--- src/rtl/sonar_ranger_if.sv ---
// Data-memory bus bundle shared by the processor side and the sonar_ranger
// slave: word address, write strobe, write data and registered read data.
interface sonar_ranger_if;
    logic [11:0] addr;
    logic        wEn;
    logic [31:0] dataIn;
    logic [31:0] dataOut;

    modport master (output addr, output wEn, output dataIn, input dataOut);
    modport slave  (input addr, input wEn, input dataIn, output dataOut);
endinterface

--- src/rtl/sonar_ranger.sv ---
// Memory-mapped HC-SR04 style ranger: trigger generation, echo timing, cm conversion.
// Optional feature macro: SONAR_AUTO_EN (writable auto bit, back-to-back measurements).
module sonar_ranger #(
    parameter logic [11:0] BASE_ADDR      = 12'hF00,
    parameter int unsigned TRIG_CYCLES    = 500,
    parameter int unsigned CYCLES_PER_CM  = 2900,
    parameter int unsigned TIMEOUT_CYCLES = 1_500_000,
    parameter int unsigned HOLDOFF_CYCLES = 3_000_000
) (
    input  logic           clock,
    input  logic           reset,
    sonar_ranger_if.slave  bus,
    input  logic           echo,
    output logic           trig
);

    localparam logic [31:0] TRIG_LAST    = 32'(TRIG_CYCLES - 1);
    localparam logic [31:0] CPM_LAST     = 32'(CYCLES_PER_CM - 1);
    localparam logic [31:0] TIMEOUT_LAST = 32'(TIMEOUT_CYCLES - 1);
    localparam logic [31:0] HOLD_LAST    = 32'(HOLDOFF_CYCLES - 1);

    typedef enum logic [2:0] {
        ST_IDLE      = 3'd0,
        ST_TRIG      = 3'd1,
        ST_WAIT_RISE = 3'd2,
        ST_MEASURE   = 3'd3,
        ST_HOLDOFF   = 3'd4
    } state_t;

    state_t      state_r;
    logic        echo_meta_r;
    logic        echo_sync_r;
    logic [15:0] dist_r;
    logic [31:0] raw_r;
    logic [31:0] sub_cnt_r;
    logic [31:0] phase_cnt_r;
    logic [31:0] to_cnt_r;
    logic        valid_r;
    logic        timeout_r;
    logic        auto_s;

    logic [11:0] offset_s;
    logic        hit_s;
    logic        wr_ctrl_s;
    logic        start_s;
    logic        clear_s;
    logic        busy_s;
    logic [31:0] status_s;
    logic [31:0] rd_data_s;
    logic [31:0] raw_inc_s;
    logic [31:0] sub_next_s;
    logic [15:0] dist_next_s;
    logic        unused_s;

    assign offset_s  = bus.addr - BASE_ADDR;
    assign hit_s     = (bus.addr >= BASE_ADDR) && (offset_s <= 12'd2);
    assign wr_ctrl_s = bus.wEn && hit_s && (offset_s == 12'd0);
    assign start_s   = wr_ctrl_s && bus.dataIn[0];
    assign clear_s   = wr_ctrl_s && bus.dataIn[2];
    assign busy_s    = (state_r != ST_IDLE);
    assign status_s  = {27'd0, timeout_r, valid_r, busy_s, auto_s, 1'b0};
    assign unused_s  = ^{bus.dataIn[31:3], bus.dataIn[1]};

`ifdef SONAR_AUTO_EN
    logic auto_r;

    // auto bit is rewritten by every CTRL write
    always_ff @(posedge clock) begin
        if (reset) begin
            auto_r <= 1'b0;
        end else if (wr_ctrl_s) begin
            auto_r <= bus.dataIn[1];
        end else begin
            auto_r <= auto_r;
        end
    end

    assign auto_s = auto_r;
`else
    assign auto_s = 1'b0;
`endif

    // Saturating next values for one echo-high clock
    always_comb begin
        raw_inc_s   = raw_r;
        sub_next_s  = sub_cnt_r;
        dist_next_s = dist_r;
        if (raw_r != 32'hFFFF_FFFF) begin
            raw_inc_s = raw_r + 32'd1;
        end else begin
            raw_inc_s = raw_r;
        end
        if (sub_cnt_r == CPM_LAST) begin
            sub_next_s = 32'd0;
            if (dist_r != 16'hFFFF) begin
                dist_next_s = dist_r + 16'd1;
            end else begin
                dist_next_s = dist_r;
            end
        end else begin
            sub_next_s  = sub_cnt_r + 32'd1;
            dist_next_s = dist_r;
        end
    end

    // Read mux; anything outside the three registers reads as zero
    always_comb begin
        rd_data_s = 32'd0;
        if (hit_s) begin
            case (offset_s)
                12'd0:   rd_data_s = status_s;
                12'd1:   rd_data_s = {16'd0, dist_r};
                12'd2:   rd_data_s = raw_r;
                default: rd_data_s = 32'd0;
            endcase
        end else begin
            rd_data_s = 32'd0;
        end
    end

    // Registered read data, RAM-compatible one-cycle latency
    always_ff @(posedge clock) begin
        if (reset) begin
            bus.dataOut <= 32'd0;
        end else begin
            bus.dataOut <= rd_data_s;
        end
    end

    // Two-flop synchronizer for the asynchronous echo pin
    always_ff @(posedge clock) begin
        if (reset) begin
            echo_meta_r <= 1'b0;
            echo_sync_r <= 1'b0;
        end else begin
            echo_meta_r <= echo;
            echo_sync_r <= echo_meta_r;
        end
    end

    // Measurement FSM with registered trigger output and result registers
    always_ff @(posedge clock) begin
        if (reset) begin
            state_r     <= ST_IDLE;
            trig        <= 1'b0;
            dist_r      <= 16'd0;
            raw_r       <= 32'd0;
            sub_cnt_r   <= 32'd0;
            phase_cnt_r <= 32'd0;
            to_cnt_r    <= 32'd0;
            valid_r     <= 1'b0;
            timeout_r   <= 1'b0;
        end else begin
            // Clear is applied first so a result latch in the same cycle overrides it
            if (clear_s) begin
                valid_r   <= 1'b0;
                timeout_r <= 1'b0;
            end
            case (state_r)
                ST_IDLE: begin
                    if (start_s) begin
                        state_r     <= ST_TRIG;
                        trig        <= 1'b1;
                        phase_cnt_r <= 32'd0;
                        dist_r      <= 16'd0;
                        raw_r       <= 32'd0;
                        sub_cnt_r   <= 32'd0;
                    end
                end
                ST_TRIG: begin
                    if (phase_cnt_r == TRIG_LAST) begin
                        state_r  <= ST_WAIT_RISE;
                        trig     <= 1'b0;
                        to_cnt_r <= 32'd0;
                    end else begin
                        phase_cnt_r <= phase_cnt_r + 32'd1;
                    end
                end
                ST_WAIT_RISE: begin
                    if (to_cnt_r == TIMEOUT_LAST) begin
                        dist_r      <= 16'hFFFF;
                        valid_r     <= 1'b1;
                        timeout_r   <= 1'b1;
                        state_r     <= ST_HOLDOFF;
                        phase_cnt_r <= 32'd0;
                    end else begin
                        to_cnt_r <= to_cnt_r + 32'd1;
                        // An echo already high is counted from this very cycle
                        if (echo_sync_r) begin
                            raw_r     <= raw_inc_s;
                            sub_cnt_r <= sub_next_s;
                            dist_r    <= dist_next_s;
                            state_r   <= ST_MEASURE;
                        end
                    end
                end
                ST_MEASURE: begin
                    if (!echo_sync_r) begin
                        valid_r     <= 1'b1;
                        state_r     <= ST_HOLDOFF;
                        phase_cnt_r <= 32'd0;
                    end else if (to_cnt_r == TIMEOUT_LAST) begin
                        dist_r      <= 16'hFFFF;
                        valid_r     <= 1'b1;
                        timeout_r   <= 1'b1;
                        state_r     <= ST_HOLDOFF;
                        phase_cnt_r <= 32'd0;
                    end else begin
                        to_cnt_r  <= to_cnt_r + 32'd1;
                        raw_r     <= raw_inc_s;
                        sub_cnt_r <= sub_next_s;
                        dist_r    <= dist_next_s;
                    end
                end
                ST_HOLDOFF: begin
                    if (phase_cnt_r == HOLD_LAST) begin
                        if (auto_s) begin
                            state_r     <= ST_TRIG;
                            trig        <= 1'b1;
                            phase_cnt_r <= 32'd0;
                            dist_r      <= 16'd0;
                            raw_r       <= 32'd0;
                            sub_cnt_r   <= 32'd0;
                        end else begin
                            state_r <= ST_IDLE;
                        end
                    end else begin
                        phase_cnt_r <= phase_cnt_r + 32'd1;
                    end
                end
                default: begin
                    state_r <= ST_IDLE;
                    trig    <= 1'b0;
                end
            endcase
        end
    end

endmodule

--- src/flat_wrapper.sv ---
// flat-port wrapper written by rule: the top's interface ports become plain ports
module sonar_ranger_flat 
#(
    parameter logic [11:0] BASE_ADDR      = 12'hF00,
    parameter int unsigned TRIG_CYCLES    = 500,
    parameter int unsigned CYCLES_PER_CM  = 2900,
    parameter int unsigned TIMEOUT_CYCLES = 1_500_000,
    parameter int unsigned HOLDOFF_CYCLES = 3_000_000
)
  (clock, reset, echo, trig, bus_addr, bus_wEn, bus_dataIn, bus_dataOut);
  sonar_ranger_if bus_i ();
  input  logic clock;
  input  logic reset;
  input  logic echo;
  output logic trig;
  input wire logic [$bits(bus_i.addr)-1:0] bus_addr;
  input wire logic [$bits(bus_i.wEn)-1:0] bus_wEn;
  input wire logic [$bits(bus_i.dataIn)-1:0] bus_dataIn;
  output wire logic [$bits(bus_i.dataOut)-1:0] bus_dataOut;
  assign bus_i.addr = bus_addr;
  assign bus_i.wEn = bus_wEn;
  assign bus_i.dataIn = bus_dataIn;
  assign bus_dataOut = bus_i.dataOut;
  sonar_ranger #(.BASE_ADDR(BASE_ADDR), .TRIG_CYCLES(TRIG_CYCLES), .CYCLES_PER_CM(CYCLES_PER_CM), .TIMEOUT_CYCLES(TIMEOUT_CYCLES), .HOLDOFF_CYCLES(HOLDOFF_CYCLES)) u_core (.clock(clock), .reset(reset), .bus(bus_i), .echo(echo), .trig(trig));
endmodule
--- config.mk ---
export PLATFORM = sky130hd
export DESIGN_NAME = sonar_ranger_flat
export DESIGN_NICKNAME = d
export VERILOG_FILES = /design/src/rtl/sonar_ranger_if.sv /design/src/rtl/sonar_ranger.sv /design/src/flat_wrapper.sv
export SDC_FILE = /design/constraint.sdc
export NUM_CORES = 1
export LEC_CHECK = 0
export BUFFER_PORTS_ARGS = -buffer_cell sky130_fd_sc_hd__buf_2
export CORE_ASPECT_RATIO = 1.4
export CORE_MARGIN = 2
export CORE_UTILIZATION = 45
export CTS_CLUSTER_DIAMETER = 50
export DETAILED_ROUTE_END_ITERATION = 10
export MAX_ROUTING_LAYER = met4
export SYNTH_ARGS = -nofsm -noshare
export SYNTH_HDL_FRONTEND = slang
export SYNTH_SLANG_ARGS = --single-unit
--- constraint.sdc ---
create_clock -name clock -period 3.33 [get_ports clock]
set_input_delay 0.666 -clock clock [delete_from_list [all_inputs] [get_ports clock]]
set_output_delay 0.666 -clock clock [all_outputs]
set_load 0.02 [all_outputs]
==> run summary, run 1 <==
Status: finished clean
Initial antenna violation count: 0
Mapped Nets: 1240
Clk pin slew, worst setup/hold paths: 70 ps
Reg-to-reg slack, setup: 500 ps
Worst hold stages: 2
1st-pass router iterations: 5
DRC Markers: 0
Final period utilization: 84.9%
WP data required: 3650 ps
Nets: 1268
Yosys warning count: 0
Total GRT Usage: 24.0%
Vias in the first global route: 8533
Async S/R FF share, synth: 0%
N_diodes: 0
Synth cell types: 85
FILL cells: 2105
Die W: 128 um
Top FF cell, synth: dfxtp_1
Cts bufs inserted: 17
Endpoint class of the critical path: flop
RePlAce Congestion: 0.879
Fin crit period: 2830 ps
Setup_tns: 0 ps
Pleak: 3.45 nW
Hold slack: 445 ps
Number of synthesized flops with an enable pin: 0
Clk pwr share: 45.1%
Port bufs: 50
Row count: 63
Peak Freq: 354 MHz
CP Data Arrival Time: 3140 ps
Synth Register Bits: 184
Chip height: 177 um
Crit path launch type: flop
Crit path from: u_core.dist_r[1]
Syn-to-layout area delta: 11.1%
Clock tree buffer depth: 2
R2r endpoint: u_core.dist_r[15]
Skew final: 19.4 ps
CP max-delay cell: nor4_1
Share of cells above drive strength 1: 12.1%
Synth Area in Compound Gates: 21.9%
Combinational Power Share: 4.1%
Max Slew Vio Count: 0
Commonest cells after routing, fill and taps aside: dfxtp_1 (184), nor2_1 (94), nand2_1 (93), a21oi_1 (91), o21ai_0 (66)
CTS Hold Buffers Added: 0
CTS tree: done
Overflow after GRT: 0
Setup Buffers After CTS: 0
Cell Area, Synth: 0.00963 sq mm
Post-CTS sizing: 0
DP HPWL: 18000 um
Final setup viols: 0
Switching share of power: 23.6%
Wire per inst: 17.3 um
Worst r2r path cells: 7
Critical Path Fanout Max: 11
DRT iter0 DRCs: 553
Reg2reg start: u_core.dist_r[1]
CTS HTree Levels: 4
Top delay family on crit path: simple AND/OR/NAND/NOR gates
Clk sink count: 184
Crit path buffers/inverters: 0
Routed vias/inst: 6.17
WL final: 25800 um
Global-route wire length before repair: 43100 um
CP endpoint: u_core.dist_r[15]
Internal: 0.00333 W
Switching power: 0.00103 W
Main combinational cell family by area after synthesis: simple AND/OR/NAND/NOR gates
Cells after Synth: 1187
Core ar.: 0.0211 sq mm
Slew margin rel.: 46.3%
Post-Synth Simple-Gate Area: 32.1%
Post-synthesis sequential area ratio: 38.3%
VDD IR-drop max: 0.394 mV
Cell chain of the critical path: ha_1 -> nand4_1 -> nor4_1 -> a211oi_1 -> o21ai_2 -> or3_1 -> o21ai_1
Initial core utilization: 45.6%
Cell Pwr Density: 408 mW/mm^2
Pwr Total: 0.00436 W
Hold Crit Class: in -> reg
Critical path class: reg -> reg
Commonest non-fill, non-tap cell in the layout: dfxtp_1
Die area: 0.0226 sq mm
Vias: 9174
Max-cap viol count: 0
Mapped Avg Cell Area: 8.11 sq um
Crit path largest cell delay: 700 ps
Crit path depth: 7
IO Count: 81
Xor/xnor share of the synthesized area: 1.73%
Root buffer cell: clkbuf_16
Slew @ Worst Pin: 805 ps
Largest net degree at the start of global routing: 50
Final hold viol count: 0
Proportion of synthesized area in mux cells: 0.975%
Post-synthesis adder-cell area fraction: 0.650%
Routed Antenna Nets: 0
RSZ-0062 raised after global routing: no
Clock Latency Late Sink: 450 ps
Seq pwr share: 50.7%
-- worst min path at each step --
stage / startpoint / to / slack, ps
after global placement: u_core.valid_r / u_core.valid_r / 440
after detailed placement: u_core.echo_meta_r / u_core.echo_sync_r / 460
after CTS: echo / u_core.echo_meta_r / 430
final: echo / u_core.echo_meta_r / 440
after floorplan: u_core.echo_meta_r / u_core.echo_sync_r / 410
after global routing: echo / u_core.echo_meta_r / 430
-- power by group through the flow --
| stage | clock network (W) | logic, W | registers, W |
|---|---|---|---|
| global route | 0.00211 | 0.000199 | 0.00221 |
| global placement | 0 | 0.000179 | 0.00226 |
| CTS | 0.00200 | 0.000181 | 0.00221 |
| floorplan | 0 | 0.000117 | 0.00226 |
| finish | 0.00197 | 0.000181 | 0.00221 |
| detailed placement | 0 | 0.000181 | 0.00226 |
-- stage by stage --
step / area [sq um] / std cells / utilization [%] / setup WS [ps]
after floorplan: 9630 / 1187 / - / 749
after global placement: 10100 / 1456 / 48.0 / 230
after detailed placement: 10100 / 1456 / 48.0 / 273
after CTS: 10700 / 1487 / 50.6 / 503
after global routing: 10700 / 1487 / 50.6 / 218
final: 10700 / 1487 / 50.6 / 504
-- cell usage after synthesis (5+ instances only) --
master / instances / share of area [%]
a21o_1: 9 / 0.70
nor2b_1: 9 / 0.58
a31oi_1: 7 / 0.45
a211oi_1: 8 / 0.62
a311oi_1: 10 / 0.91
and2_1: 30 / 1.9
and4_1: 16 / 1.5
nand3_1: 53 / 2.8
buf_4: 7 / 0.55
xnor2_1: 18 / 1.6
a21oi_1: 91 / 4.7
or2_2: 9 / 0.58
nand2_1: 93 / 3.6
clkbuf_1: 48 / 1.9
or4_1: 31 / 2.4
nor2_1: 94 / 3.7
o21ai_0: 66 / 3.4
mux2i_1: 6 / 0.62
nand2b_1: 8 / 0.52
a22oi_1: 13 / 1.0
or3_1: 43 / 2.8
o21ai_1: 10 / 0.52
o2bb2ai_1: 7 / 0.64
o211ai_1: 18 / 1.4
nand4_1: 51 / 3.3
nor3_1: 25 / 1.3
nor4_1: 30 / 1.9
o31ai_1: 29 / 2.3
ha_1: 5 / 0.65
and3_1: 26 / 1.7
inv_1: 22 / 0.86
buf_2: 16 / 0.83
dfxtp_1: 184 / 38
a2111oi_0: 11 / 1.0
-- cells by family (layout without fill, tap and decap cells) --
family                     count (synthesis)  count (layout)
AOI/OAI and AO/OA                        322             322
xor gates and xnor gates                  19              19
adders and majority gates                  5               5
buffers and inverters                     99             139
DFF                                      184             184
muxes                                      9               9
and+or+nand+nor                          549             549
-- per-layer routing --
layer / up-vias / GRT usage (%) / routed length (um)
li1: 4552 / - / -
met1: 4348 / 29.0 / 11400
met2: 230 / 40.9 / 12900
met3: 44 / 3.54 / 913
met4: 0 / 8.24 / 534
met5: - / - / 0
-- state kept, by name, indices dropped and copies added (netlist names) --
register            cells
u_core.sub_cnt_r       32
u_core.raw_r           32
u_core.state_r          3
u_core.dist_r          16
u_core.phase_cnt_r     32
u_core.timeout_r        1
u_core.echo_meta_r      1
u_core.to_cnt_r        32
u_core.valid_r          1
u_core.echo_sync_r      1
u_core.bus.dataOut     32
u_core.trig             1
-- area by class of cell --
class	instances	area [sq um]	share of cell area, %
Clock buffer	21	460	4.31
Clock inverter	10	98.8	0.924
Inverter	23	86.3	0.807
Multi-Input combinational cell	904	5530	51.7
Sequential cell	184	3680	34.4
Tap cell	260	325	3.04
Timing Repair Buffer	85	513	4.80
Note: power is estimated with default switching activity, not from simulation.
==> run 2, diff against run 1 <==
- PLACE_DENSITY: not set -> 0.65
- clock period: 3.33 -> 2.55 ns (I/O delays scaled with it)
==> run 2 against run 1 <==
Net effect: total power rose by 34%; non-clock buffer count rose by 96; maximum frequency rose by 13%; sequential share of layout area fell by 2.7 points; critical path depth rose by 1.
==> run summary, run 2 (same netlist as run 1, synthesis figures left out) <==
CP Data Arrival Time: 2890 ps
Status: finished clean
Setup_tns: 0 ps
Critical Path Fanout Max: 5
Clock tree buffer depth: 2
Total GRT Usage: 24.1%
Vias in the first global route: 8760
Commonest cells after routing, fill and taps aside: dfxtp_1 (183), buf_4 (123), nor2_1 (94), nand2_1 (93), a21oi_1 (91)
DP HPWL: 19200 um
Peak Freq: 400 MHz
Skew final: 13.0 ps
Slew margin rel.: 56.5%
CTS Hold Buffers Added: 0
Wire per inst: 16.7 um
Port bufs: 50
Share of cells above drive strength 1: 19.3%
Initial core utilization: 45.6%
Hold Crit Class: in -> reg
DRC Markers: 0
CTS HTree Levels: 4
Fin crit period: 2500 ps
Row count: 63
Die area: 0.0226 sq mm
Chip height: 177 um
Max Slew Vio Count: 0
Nets: 1364
Core ar.: 0.0211 sq mm
Critical path class: reg -> reg
CTS tree: done
Routed Antenna Nets: 0
1st-pass router iterations: 5
Worst r2r path cells: 8
RePlAce Congestion: 0.896
Pleak: 4.05 nW
Crit path setup slack, layout: 49.4 ps
N_diodes: 0
Die W: 128 um
Reg-to-reg slack, setup: 50 ps
Max-cap viol count: 0
WP data required: 2940 ps
VDD IR-drop max: 0.472 mV
Commonest non-fill, non-tap cell in the layout: dfxtp_1
Cell chain of the critical path: buf_4 -> or4_1 -> or4_4 -> nor3_4 -> buf_4 -> o311ai_1 -> mux2_1 -> nor2_1
Largest net degree at the start of global routing: 33
DRT iter0 DRCs: 622
R2r endpoint: u_core.state_r[0]
Syn-to-layout area delta: 20.6%
FILL cells: 1987
Final setup viols: 0
Most common cell on crit path: buf_4
Crit path largest cell delay: 520 ps
Clk sink count: 184
RSZ-0062 raised after global routing: yes
Clk pin slew, worst setup/hold paths: 80 ps
WL final: 26400 um
Vias: 9592
Reg2reg start: u_core.to_cnt_r[26]
Final period utilization: 98.1%
Global-route wire length before repair: 43200 um
Cts bufs inserted: 17
CP max-delay cell: or4_4
Slew @ Worst Pin: 650 ps
Worst hold stages: 2
Crit path launch type: flop
Root buffer cell: clkbuf_16
Cell Pwr Density: 505 mW/mm^2
Hold wc startpoint: echo
Endpoint class of the critical path: flop
Overflow after GRT: 0
Setup slack at placement: -189 ps
Finished Layout Cells: 1584
Clock Latency Late Sink: 450 ps
Routed vias/inst: 6.06
Hold Path Sink: u_core.echo_meta_r
IO Count: 81
Placed cell count: 1549
Final hold viol count: 0
Initial antenna violation count: 0
[run 2: through the flow]
step | hold slack [ps] | util, % | total power, W | instance area [sq um]
6_report | 267 | 55.0 | 0.00586 | 11600
5_1_grt | 271 | 55.0 | 0.00607 | 11600
4_1_cts | 255 | 54.6 | 0.00591 | 11500
3_5_place_dp | 446 | 51.7 | 0.00321 | 10900
3_3_place_gp | 442 | 51.7 | 0.00321 | 10900
2_1_floorplan | 414 | - | 0.00310 | 9630
[run 2: report_power, final]
part	switching [W]	leakage [nW]	total [W]	internal (W)
logic	0.000170	2.27	0.000264	0.0000936
registers	0.00000688	1.48	0.00288	0.00288
clock network	0.00131	0.291	0.00271	0.00141
[run 2: per-layer routing]
metal	routed length, um	GRT usage, %	vias to the layer above
met1	11300	28.3	4542
met5	0	-	-
met3	1010	3.60	44
met4	618	8.29	0
met2	13500	42.0	259
li1	-	-	4747
[run 2: critical path: cells and delay by family, from the launching register on]
kind / cells / cell delay, ps
buf+inv: 2 / 310
flops: 1 / 330
simple gates: 4 / 1330
compound gates: 1 / 130
mux: 1 / 340
[run 2: worst max-delay path by stage]
stage | end | from
6_report | u_core.state_r[0] | u_core.to_cnt_r[26]
5_1_grt | u_core.state_r[0] | u_core.to_cnt_r[26]
4_1_cts | u_core.phase_cnt_r[13] | u_core.phase_cnt_r[0]
3_5_place_dp | u_core.raw_r[31] | bus_addr[2]
3_3_place_gp | u_core.raw_r[31] | bus_addr[2]
2_1_floorplan | u_core.raw_r[29] | bus_addr[0]
[run 2: final cells by class]
cell class	instances	area, sq um	share of cell area (%)
multi-input combinational	904	5580	48.1
sequential	184	3680	31.7
timing repair buffer	181	1330	11.5
clock buffer	17	425	3.66
tap	260	325	2.80
clock inverter	15	176	1.52
inverter	23	86.3	0.743
[run 2: what timing repair did]
item | in CTS | in global routing
setup buffers | 0 | 3
resized for setup | 0 | 12
setup endpoints to repair | 0 | 47
